`src/rtl/ebpf_div_seq_if.sv`:
```
// ebpf_div_seq_if: request/result handshake bundle for the eBPF sequential divider.
// master = ALU / requester side, slave = divider side.
interface ebpf_div_seq_if #(
  parameter int unsigned WIDTH = 64
);
  logic             in_valid;
  logic             in_ready;
  logic [WIDTH-1:0] in_a;
  logic [WIDTH-1:0] in_b;
  logic             in_mod;
  logic             in_alu32;
  logic             in_signed;
  logic             out_valid;
  logic             out_ready;
  logic [WIDTH-1:0] out_data;
  logic             out_dbz;

  modport master (
    output in_valid, in_a, in_b, in_mod, in_alu32, in_signed, out_ready,
    input  in_ready, out_valid, out_data, out_dbz
  );

  modport slave (
    input  in_valid, in_a, in_b, in_mod, in_alu32, in_signed, out_ready,
    output in_ready, out_valid, out_data, out_dbz
  );
endinterface

```
`src/rtl/ebpf_div_seq.sv`:
```
// ebpf_div_seq: radix-2 restoring iterative divider (DIV/MOD, ALU32/ALU64).
// Optional signed support is compiled in with `define EBPF_DIV_SIGNED_EN;
// without it in_signed is ignored and all operations are unsigned.
module ebpf_div_seq #(
  parameter int unsigned WIDTH = 64
) (
  input logic           clk,
  input logic           rst_n,
  ebpf_div_seq_if.slave bus
);
  localparam int unsigned CW = $clog2(WIDTH);

  typedef enum logic [1:0] {IDLE, CALC, DONE} state_t;

  state_t           r_state, w_state_nx;
  logic [CW-1:0]    r_cnt;
  logic [WIDTH-1:0] r_dvd;
  logic [WIDTH-1:0] r_rem;
  logic [WIDTH-1:0] r_div;
  logic             r_mod;
  logic             r_alu32;
  logic [WIDTH-1:0] r_out_data;
  logic             r_out_dbz;
`ifdef EBPF_DIV_SIGNED_EN
  logic             r_qneg;
  logic             r_rneg;
  logic             w_sa, w_sb;
  logic [WIDTH-1:0] w_a_neg, w_b_neg;
`endif

  logic [WIDTH-1:0] w_a_eff, w_b_eff, w_a_mag, w_b_mag, w_dvd_init;
  logic             w_bz;
  logic [WIDTH:0]   w_rem_sh;
  logic             w_ge;
  logic [WIDTH-1:0] w_rem_nx, w_quo_nx, w_res_raw, w_res_sgn, w_res;

  // Operand preparation: effective operands, magnitudes, dividend alignment
  always_comb begin
    w_a_eff = bus.in_alu32 ? WIDTH'(bus.in_a[31:0]) : bus.in_a;
    w_b_eff = bus.in_alu32 ? WIDTH'(bus.in_b[31:0]) : bus.in_b;
    w_bz    = (w_b_eff == '0);
`ifdef EBPF_DIV_SIGNED_EN
    w_sa    = bus.in_signed & (bus.in_alu32 ? bus.in_a[31] : bus.in_a[WIDTH-1]);
    w_sb    = bus.in_signed & (bus.in_alu32 ? bus.in_b[31] : bus.in_b[WIDTH-1]);
    w_a_neg = '0 - w_a_eff;
    w_b_neg = '0 - w_b_eff;
    w_a_mag = w_sa ? (bus.in_alu32 ? WIDTH'(w_a_neg[31:0]) : w_a_neg) : w_a_eff;
    w_b_mag = w_sb ? (bus.in_alu32 ? WIDTH'(w_b_neg[31:0]) : w_b_neg) : w_b_eff;
`else
    w_a_mag = w_a_eff;
    w_b_mag = w_b_eff;
`endif
    // ALU32 dividend is left-aligned so the next bit is always the MSB
    w_dvd_init = bus.in_alu32 ? (w_a_mag << (WIDTH - 32)) : w_a_mag;
  end

  // Restoring step and final result selection / sign correction
  always_comb begin
    w_rem_sh = {r_rem, r_dvd[WIDTH-1]};
    w_ge     = (w_rem_sh >= {1'b0, r_div});
    w_rem_nx = w_ge ? WIDTH'(w_rem_sh - {1'b0, r_div}) : w_rem_sh[WIDTH-1:0];
    // quotient bits shift into the dividend register as dividend bits leave
    w_quo_nx  = {r_dvd[WIDTH-2:0], w_ge};
    w_res_raw = r_mod ? w_rem_nx : w_quo_nx;
`ifdef EBPF_DIV_SIGNED_EN
    w_res_sgn = (r_mod ? r_rneg : r_qneg) ? ('0 - w_res_raw) : w_res_raw;
`else
    w_res_sgn = w_res_raw;
`endif
    w_res = r_alu32 ? WIDTH'(w_res_sgn[31:0]) : w_res_sgn;
  end

  // FSM state register
  always_ff @(posedge clk or negedge rst_n) begin
    if (!rst_n) r_state <= IDLE;
    else        r_state <= w_state_nx;
  end

  // FSM next-state and handshake outputs
  always_comb begin
    w_state_nx    = r_state;
    bus.in_ready  = 1'b0;
    bus.out_valid = 1'b0;
    unique case (r_state)
      IDLE: begin
        bus.in_ready = 1'b1;
        if (bus.in_valid) w_state_nx = w_bz ? DONE : CALC;
      end
      CALC: if (r_cnt == '0) w_state_nx = DONE;
      DONE: begin
        bus.out_valid = 1'b1;
        if (bus.out_ready) w_state_nx = IDLE;
      end
      default: w_state_nx = IDLE;
    endcase
  end

  // Datapath registers: operand latch, iteration, result capture on DONE entry
  always_ff @(posedge clk or negedge rst_n) begin
    if (!rst_n) begin
      r_cnt      <= '0;
      r_dvd      <= '0;
      r_rem      <= '0;
      r_div      <= '0;
      r_mod      <= 1'b0;
      r_alu32    <= 1'b0;
      r_out_data <= '0;
      r_out_dbz  <= 1'b0;
`ifdef EBPF_DIV_SIGNED_EN
      r_qneg     <= 1'b0;
      r_rneg     <= 1'b0;
`endif
    end else begin
      case (r_state)
        IDLE: if (bus.in_valid) begin
          r_mod   <= bus.in_mod;
          r_alu32 <= bus.in_alu32;
          r_div   <= w_b_mag;
          r_dvd   <= w_dvd_init;
          r_rem   <= '0;
          r_cnt   <= bus.in_alu32 ? CW'(31) : CW'(WIDTH - 1);
`ifdef EBPF_DIV_SIGNED_EN
          r_qneg  <= w_sa ^ w_sb;
          r_rneg  <= w_sa;
`endif
          if (w_bz) begin
            r_out_data <= bus.in_mod ? w_a_eff : '0;
            r_out_dbz  <= 1'b1;
          end
        end
        CALC: begin
          r_rem <= w_rem_nx;
          r_dvd <= w_quo_nx;
          if (r_cnt == '0) begin
            r_out_data <= w_res;
            r_out_dbz  <= 1'b0;
          end else begin
            r_cnt <= r_cnt - 1'b1;
          end
        end
        default: ;
      endcase
    end
  end

  assign bus.out_data = r_out_data;
  assign bus.out_dbz  = r_out_dbz;
endmodule

```
`src/flat_wrapper.sv`:
```
// flat-port wrapper written by rule: the top's interface ports become plain ports
module ebpf_div_seq_flat 
#(
  parameter int unsigned WIDTH = 64
)
  (clk, rst_n, bus_in_valid, bus_in_a, bus_in_b, bus_in_mod, bus_in_alu32, bus_in_signed, bus_out_ready, bus_in_ready, bus_out_valid, bus_out_data, bus_out_dbz);
  ebpf_div_seq_if #(.WIDTH(WIDTH)) bus_i ();
  input logic clk;
  input logic rst_n;
  input wire logic [$bits(bus_i.in_valid)-1:0] bus_in_valid;
  input wire logic [$bits(bus_i.in_a)-1:0] bus_in_a;
  input wire logic [$bits(bus_i.in_b)-1:0] bus_in_b;
  input wire logic [$bits(bus_i.in_mod)-1:0] bus_in_mod;
  input wire logic [$bits(bus_i.in_alu32)-1:0] bus_in_alu32;
  input wire logic [$bits(bus_i.in_signed)-1:0] bus_in_signed;
  input wire logic [$bits(bus_i.out_ready)-1:0] bus_out_ready;
  output wire logic [$bits(bus_i.in_ready)-1:0] bus_in_ready;
  output wire logic [$bits(bus_i.out_valid)-1:0] bus_out_valid;
  output wire logic [$bits(bus_i.out_data)-1:0] bus_out_data;
  output wire logic [$bits(bus_i.out_dbz)-1:0] bus_out_dbz;
  assign bus_i.in_valid = bus_in_valid;
  assign bus_i.in_a = bus_in_a;
  assign bus_i.in_b = bus_in_b;
  assign bus_i.in_mod = bus_in_mod;
  assign bus_i.in_alu32 = bus_in_alu32;
  assign bus_i.in_signed = bus_in_signed;
  assign bus_i.out_ready = bus_out_ready;
  assign bus_in_ready = bus_i.in_ready;
  assign bus_out_valid = bus_i.out_valid;
  assign bus_out_data = bus_i.out_data;
  assign bus_out_dbz = bus_i.out_dbz;
  ebpf_div_seq #(.WIDTH(WIDTH)) u_core (.clk(clk), .rst_n(rst_n), .bus(bus_i));
endmodule
```
`config.mk`:
```
export PLATFORM = sky130hd
export DESIGN_NAME = ebpf_div_seq_flat
export DESIGN_NICKNAME = d
export VERILOG_FILES = /design/src/rtl/ebpf_div_seq_if.sv /design/src/rtl/ebpf_div_seq.sv /design/src/flat_wrapper.sv
export SDC_FILE = /design/constraint.sdc
export NUM_CORES = 1
export LEC_CHECK = 0
export ABC_AREA = 1
export BUFFER_PORTS_ARGS = -buffer_cell sky130_fd_sc_hd__buf_2
export CORE_MARGIN = 2
export CORE_UTILIZATION = 40
export DETAILED_ROUTE_END_ITERATION = 12
export GPL_TIMING_DRIVEN = 0
export SETUP_SLACK_MARGIN = 0.2
export SYNTH_ARGS = -nofsm -noshare
export SYNTH_HDL_FRONTEND = slang
export SYNTH_SLANG_ARGS = --single-unit
```
`constraint.sdc`:
```
create_clock -name clk -period 5.4 [get_ports clk]
set_input_delay 1.08 -clock clk [delete_from_list [all_inputs] [get_ports clk]]
set_output_delay 1.08 -clock clk [all_outputs]
set_load 0.03 [all_outputs]
```
==> out/qor.txt, run 1 <==
outcome: finished clean
pin count of the biggest net entering global routing: 113
RSZ-0062 raised after global routing: no
worst setup path startpoint: u_core.r_rem[6]
syn_nets: 3173
Max Freq: 284 MHz
drt first pass iters: 6
count leader, synth: nand2_1
Post-Route WL: 78.2 mm
Post-Syn Instances: 2971
fin. max-slew vios: 0
synthesis-to-layout area growth: 14.8%
DR DRC count: 0
antenna violations before repair: 4
post-synthesis async set-or-reset flop share: 100%
post-synthesis average cell area: 6.53 sq um
Ports: 202
min cycle time layout: 3.52 ns
# Post-CTS Setup Buffers: 0
height of the die: 224 um
htree depth: 1
Total GRT Usage: 30.9%
Ys Warns: 0
Rows: 80
CTS tree: yes
final cycle utilization of the critical path: 65.1%
Hold Vio Cnt, Final: 0
CTS max path bufs: 3
hold path startpoint: u_core.r_div[42]
layout cell share with drive strength beyond 1: 10.6%
final clock skew: 0.0340 ns
Netlist cell types: 43
Worst-path clk slew: 0.06 ns
core area: 47800 sq um
top-area cell type share of the netlist area: 34.4%
Total Nets Final: 3409
routed length per instance: 20.3 um
CP Capture Type: flip-flop
total die area: 50300 sq um
register area share after synthesis: 34.4%
Netlist Area Pre-Place: 19400 sq um
DIE WIDTH: 224 um
Antenna diodes: 0
post_cts resized: 0
crit start category: flip-flop
vias: 20125
Initial Util: 40.6%
crit path DAT: 3.97 ns
actual slew at the worst max-slew pin: 1.18 ns
GRT overflow: 0
HP Class: flip-flop to flip-flop
TritonCTS buffer count: 31
setup violators final: 0
CP Max Fanout: 10
number of port buffers: 200
max_cap viols: 0
largest cells by area after synthesis: dfrtp_1 (34%), nand2_1 (19%), inv_1 (11%)
Post-synth EDFFs: 0
Crit Path Class: flip-flop to flip-flop
vias per cell: 5.23
WHS: 0.482 ns
hold_buf cts: 0
flops & latches, synth: 267
list of most frequent post-synthesis cells: nand2_1 (996), inv_1 (552), dfrtp_1 (267)
Sink Count: 267
CTS Root Cell: clkbuf_16
worst r2r src: u_core.r_rem[6]
vias in the first global route: 19426
cell taking the most area after synthesis: dfrtp_1
Synth Flop Type: dfrtp_1
fill count: 5136
setup TNS: 0 ns
worst skew pair latency: 0.59 ns
Req. time, crit path: 5.85 ns
Antenna Violating Nets Remaining: 0
slew margin rel.: 21.0%
RePlAce Congestion: 1.03
placed wire-length estimate: 63.9 mm
first-pass GRT wire length: 117 mm
drt initial violations: 1708
## layout by cell type, fill, tap and decap left out, types with 16 or more instances in the layout
cell type  count
a21boi_1      60
a21oi_1      226
a22o_1        17
buf_2        217
clkbuf_1      93
clkbuf_16     31
dfrtp_1      267
ha_1          66
inv_1        552
inv_2         19
nand2_1      996
nand3_1      138
nor2_1       134
nor2_2        16
o21ai_0      117
o21ai_1       30
o221ai_1      64
xor2_1        22
## worst max-delay path, stage by stage, from the launching register on
cell      delay (ns)
dfrtp_1         0.41
ha_1            0.39
nand2_1         0.15
nor2_1          0.45
nand3_1         0.28
nor2_1          0.15
nand2_1         0.14
nand3_2         0.14
nor2_4          0.09
nand2_4         0.12
buf_12          0.14
buf_6           0.18
nand3_1         0.24
nand2_1         0.18
nand2_1         0.09
nand2_1         0.13
a21boi_1        0.06
## logic make-up (layout without fill, tap and decap cells)
family                   Yosys count  in the layout  synth area share (%)
AO/OA/AOI/OAI                    539            539                  16.5
XOR/XNOR                          37             37                  1.67
adder cells (fa/ha/maj)           67             67                  4.36
buffers and inverters            689            948                  13.8
flip-flops                       267            267                  34.4
AND/OR/NAND/NOR                 1372           1372                  29.2
## routing by layer
metal	up-vias	track usage [%]	part of all wire, %
li1	9812	-	-
met1	9487	41.7	44
met2	686	50.0	45
met3	136	5.13	6.6
met4	4	11.5	4.0
met5	-	0	0.027
## sequential cells by signal (all words and copies together) (netlist names), 2 cells and up
name	count
u_core.r_div	64
u_core.bus.out_data	64
u_core.r_rem	64
u_core.r_dvd	64
u_core.r_cnt	6
u_core.r_state	2
## metrics by stage
stage	utilization (%)	cell area [sq um]	std cells	setup WS, ns
floorplan	-	19400	2971	2.83
finish	46.6	22300	3845	1.88
global placement	44.3	21200	3786	-2.03
global route	46.6	22300	3845	1.70
CTS	46.6	22300	3845	1.97
detailed placement	44.5	21300	3789	1.39
## final timing paths
check / slack (ns) / cells after the start / endpoint
worst max-delay path: 1.88 / 16 / u_core.bus.out_data[59]
worst min-delay path: 0.48 / 2 / u_core.r_div[42]
worst max register to register: 1.88 / 16 / u_core.bus.out_data[59]
worst min register to register: 0.48 / 2 / u_core.r_div[42]
max in group asynchronous: 3.58 / 4 / u_core.bus.out_data[57]
min in group asynchronous: 0.51 / 2 / u_core.r_div[16]
## final cells by class
class | count | area (sq um) | area share (%)
clock buffer | 46 | 872 | 3.92
buffer | 116 | 523 | 2.35
sequential | 267 | 6680 | 30.0
multi-input combinational | 2015 | 10100 | 45.1
clock inverter | 10 | 129 | 0.579
timing repair buffer | 203 | 1090 | 4.91
tap | 615 | 769 | 3.45
inverter | 573 | 2150 | 9.66
Power of run 1 is left out: the tool's default activity adds up to more than one toggle a clock period on the data nets, which glitch-free logic cannot reach.
==> run 2, diff against run 1 <==
==> constraint.sdc (replaced) <==
create_clock -name clk -period 3.08 [get_ports clk]
set_input_delay 0.616 -clock clk [delete_from_list [all_inputs] [get_ports clk]]
set_output_delay 0.616 -clock clk [all_outputs]
set_load 0.03 [all_outputs]
==> run 2 against run 1 <==
Clock skew down 0.0061 ns. Register-to-register slack got worse by 1.6 ns. Hold slack worse by 0.44 ns. Sequential share of layout area down 1.7 points. Cell count rose by 0.42%.
==> out/qor.txt, run 2 (synthesis gave the netlist of run 1 again) <==
Post-Route WL: 79.3 mm
pin count of the biggest net entering global routing: 113
HP Class: input port to asynchronous set/reset pin
worst reg2reg path endpoint: u_core.bus.out_data[11]
CTS Root Cell: clkbuf_16
CP Max Fanout: 10
outcome: finished clean
Req. time, crit path: 3.55 ns
Max Freq: 356 MHz
htree depth: 1
DR DRC count: 0
worst path cell trace: inv_1 > ha_4 > nand2_1 > nand2_1 > a21oi_1 > nor2_1 > o21ai_2 > nand3_4 > nor2_4 > nand2_8 > clkbuf_4 > o21ai_1 > nand2_1 > nand2_1 > a21boi_1
max_cap viols: 0
first-pass GRT wire length: 119 mm
Initial Util: 40.6%
CP max-delay cell: dfrtp_1
worst r2r src: u_core.r_div[50]
final clock skew: 0.0279 ns
height of the die: 224 um
DIE WIDTH: 224 um
TritonCTS buffer count: 31
core area: 47800 sq um
Total GRT Usage: 31.2%
CTS max path bufs: 3
Antenna Violating Nets Remaining: 0
number of port buffers: 200
crit path DAT: 3.28 ns
actual slew at the worst max-slew pin: 1.18 ns
commonest non-fill, non-tap cell in the layout: nand2_1
Crit path largest cell delay: 0.38 ns
slew margin rel.: 20.8%
vias per cell: 5.24
Ports: 202
Reg2Reg Depth: 15
drt initial violations: 1758
drt first pass iters: 6
Sink Count: 267
layout cell share with drive strength beyond 1: 16.7%
placed wire-length estimate: 63.9 mm
commonest cells after routing, fill and taps aside: nand2_1 (963), inv_1 (536), dfrtp_1 (249)
fin. max-slew vios: 0
RePlAce Congestion: 1.03
routed length per instance: 20.5 um
setup violators final: 0
Most Frequent Cell on Critical Path: nand2_1
Rows: 80
vias: 20229
Worst-path clk slew: 0.07 ns
antenna violations before repair: 3
Crit Path Class: flip-flop to flip-flop
final cycle utilization of the critical path: 91.2%
RSZ-0062 raised after global routing: no
Total Nets Final: 3425
worst skew pair latency: 0.59 ns
Core Util, Final: 49.5%
flop2flop setup slack: 0.27 ns
Hold Vio Cnt, Final: 0
total die area: 50300 sq um
hold_buf cts: 0
synthesis-to-layout area growth: 22.0%
vias in the first global route: 19562
crit start category: flip-flop
Antenna diodes: 0
CTS tree: yes
GRT overflow: 0
min cycle time layout: 2.81 ns
CP Capture Type: flip-flop
worst setup path startpoint: u_core.r_div[50]
run 2: layer usage:
metal | global-route usage (%) | vias to the layer above | routed length (um)
met5 | 0 | - | 7
met4 | 9.96 | 2 | 2830
met3 | 5.15 | 139 | 5180
met2 | 51.3 | 681 | 36300
met1 | 42.0 | 9569 | 35000
li1 | - | 9838 | -
run 2: worst max-delay path by stage:
stage / to / slack (ns)
2_1_floorplan: u_core.bus.out_data[1] / 0.86
3_3_place_gp: u_core.r_div[32] / -3.89
3_5_place_dp: u_core.bus.out_data[49] / -0.47
4_1_cts: u_core.bus.out_data[19] / 0.18
5_1_grt: u_core.bus.out_data[45] / 0.16
6_report: u_core.bus.out_data[11] / 0.27
run 2: layout make-up:
type / instances / area, sq um
Buffer: 116 / 582
Clock buffer: 46 / 872
Clock inverter: 10 / 129
Fill cell: 5006 / 24200
Inverter: 573 / 2150
Multi-Input combinational cell: 2015 / 11200
Sequential cell: 267 / 6700
Tap cell: 615 / 769
Timing Repair Buffer: 219 / 1250
run 2: critical path: cells and delay by family (launching register included):
family,cells,cell delay [ns]
adders and majority gates,1,0.24
AOI/OAI and AO/OA,4,0.77
DFF,1,0.38
buffers and inverters,2,0.36
and+or+nand+nor,8,0.96
run 2: stage by stage:
step	std cells	instance area [sq um]	TNS (ns)	hold slack [ns]	setup WS, ns
6_report	3861	23700	0	0.0444	0.271
5_1_grt	3861	23700	0	0.101	0.164
4_1_cts	3847	23000	0	0.0853	0.177
3_5_place_dp	3789	21300	-26.47	0.474	-0.468
3_3_place_gp	3786	21200	-1046.02	0.471	-3.89
2_1_floorplan	2971	19400	0	0.320	0.856
run 2: timing repair:
action / 4_1_cts / 5_1_grt
cloned: 0 / 2
endpoints found under the setup margin: 127 / 162
gates resized for setup: 126 / 132
buffers inserted: 2 / 12
pin swaps: 4 / 19
Power of run 2 is left out for the same reason.
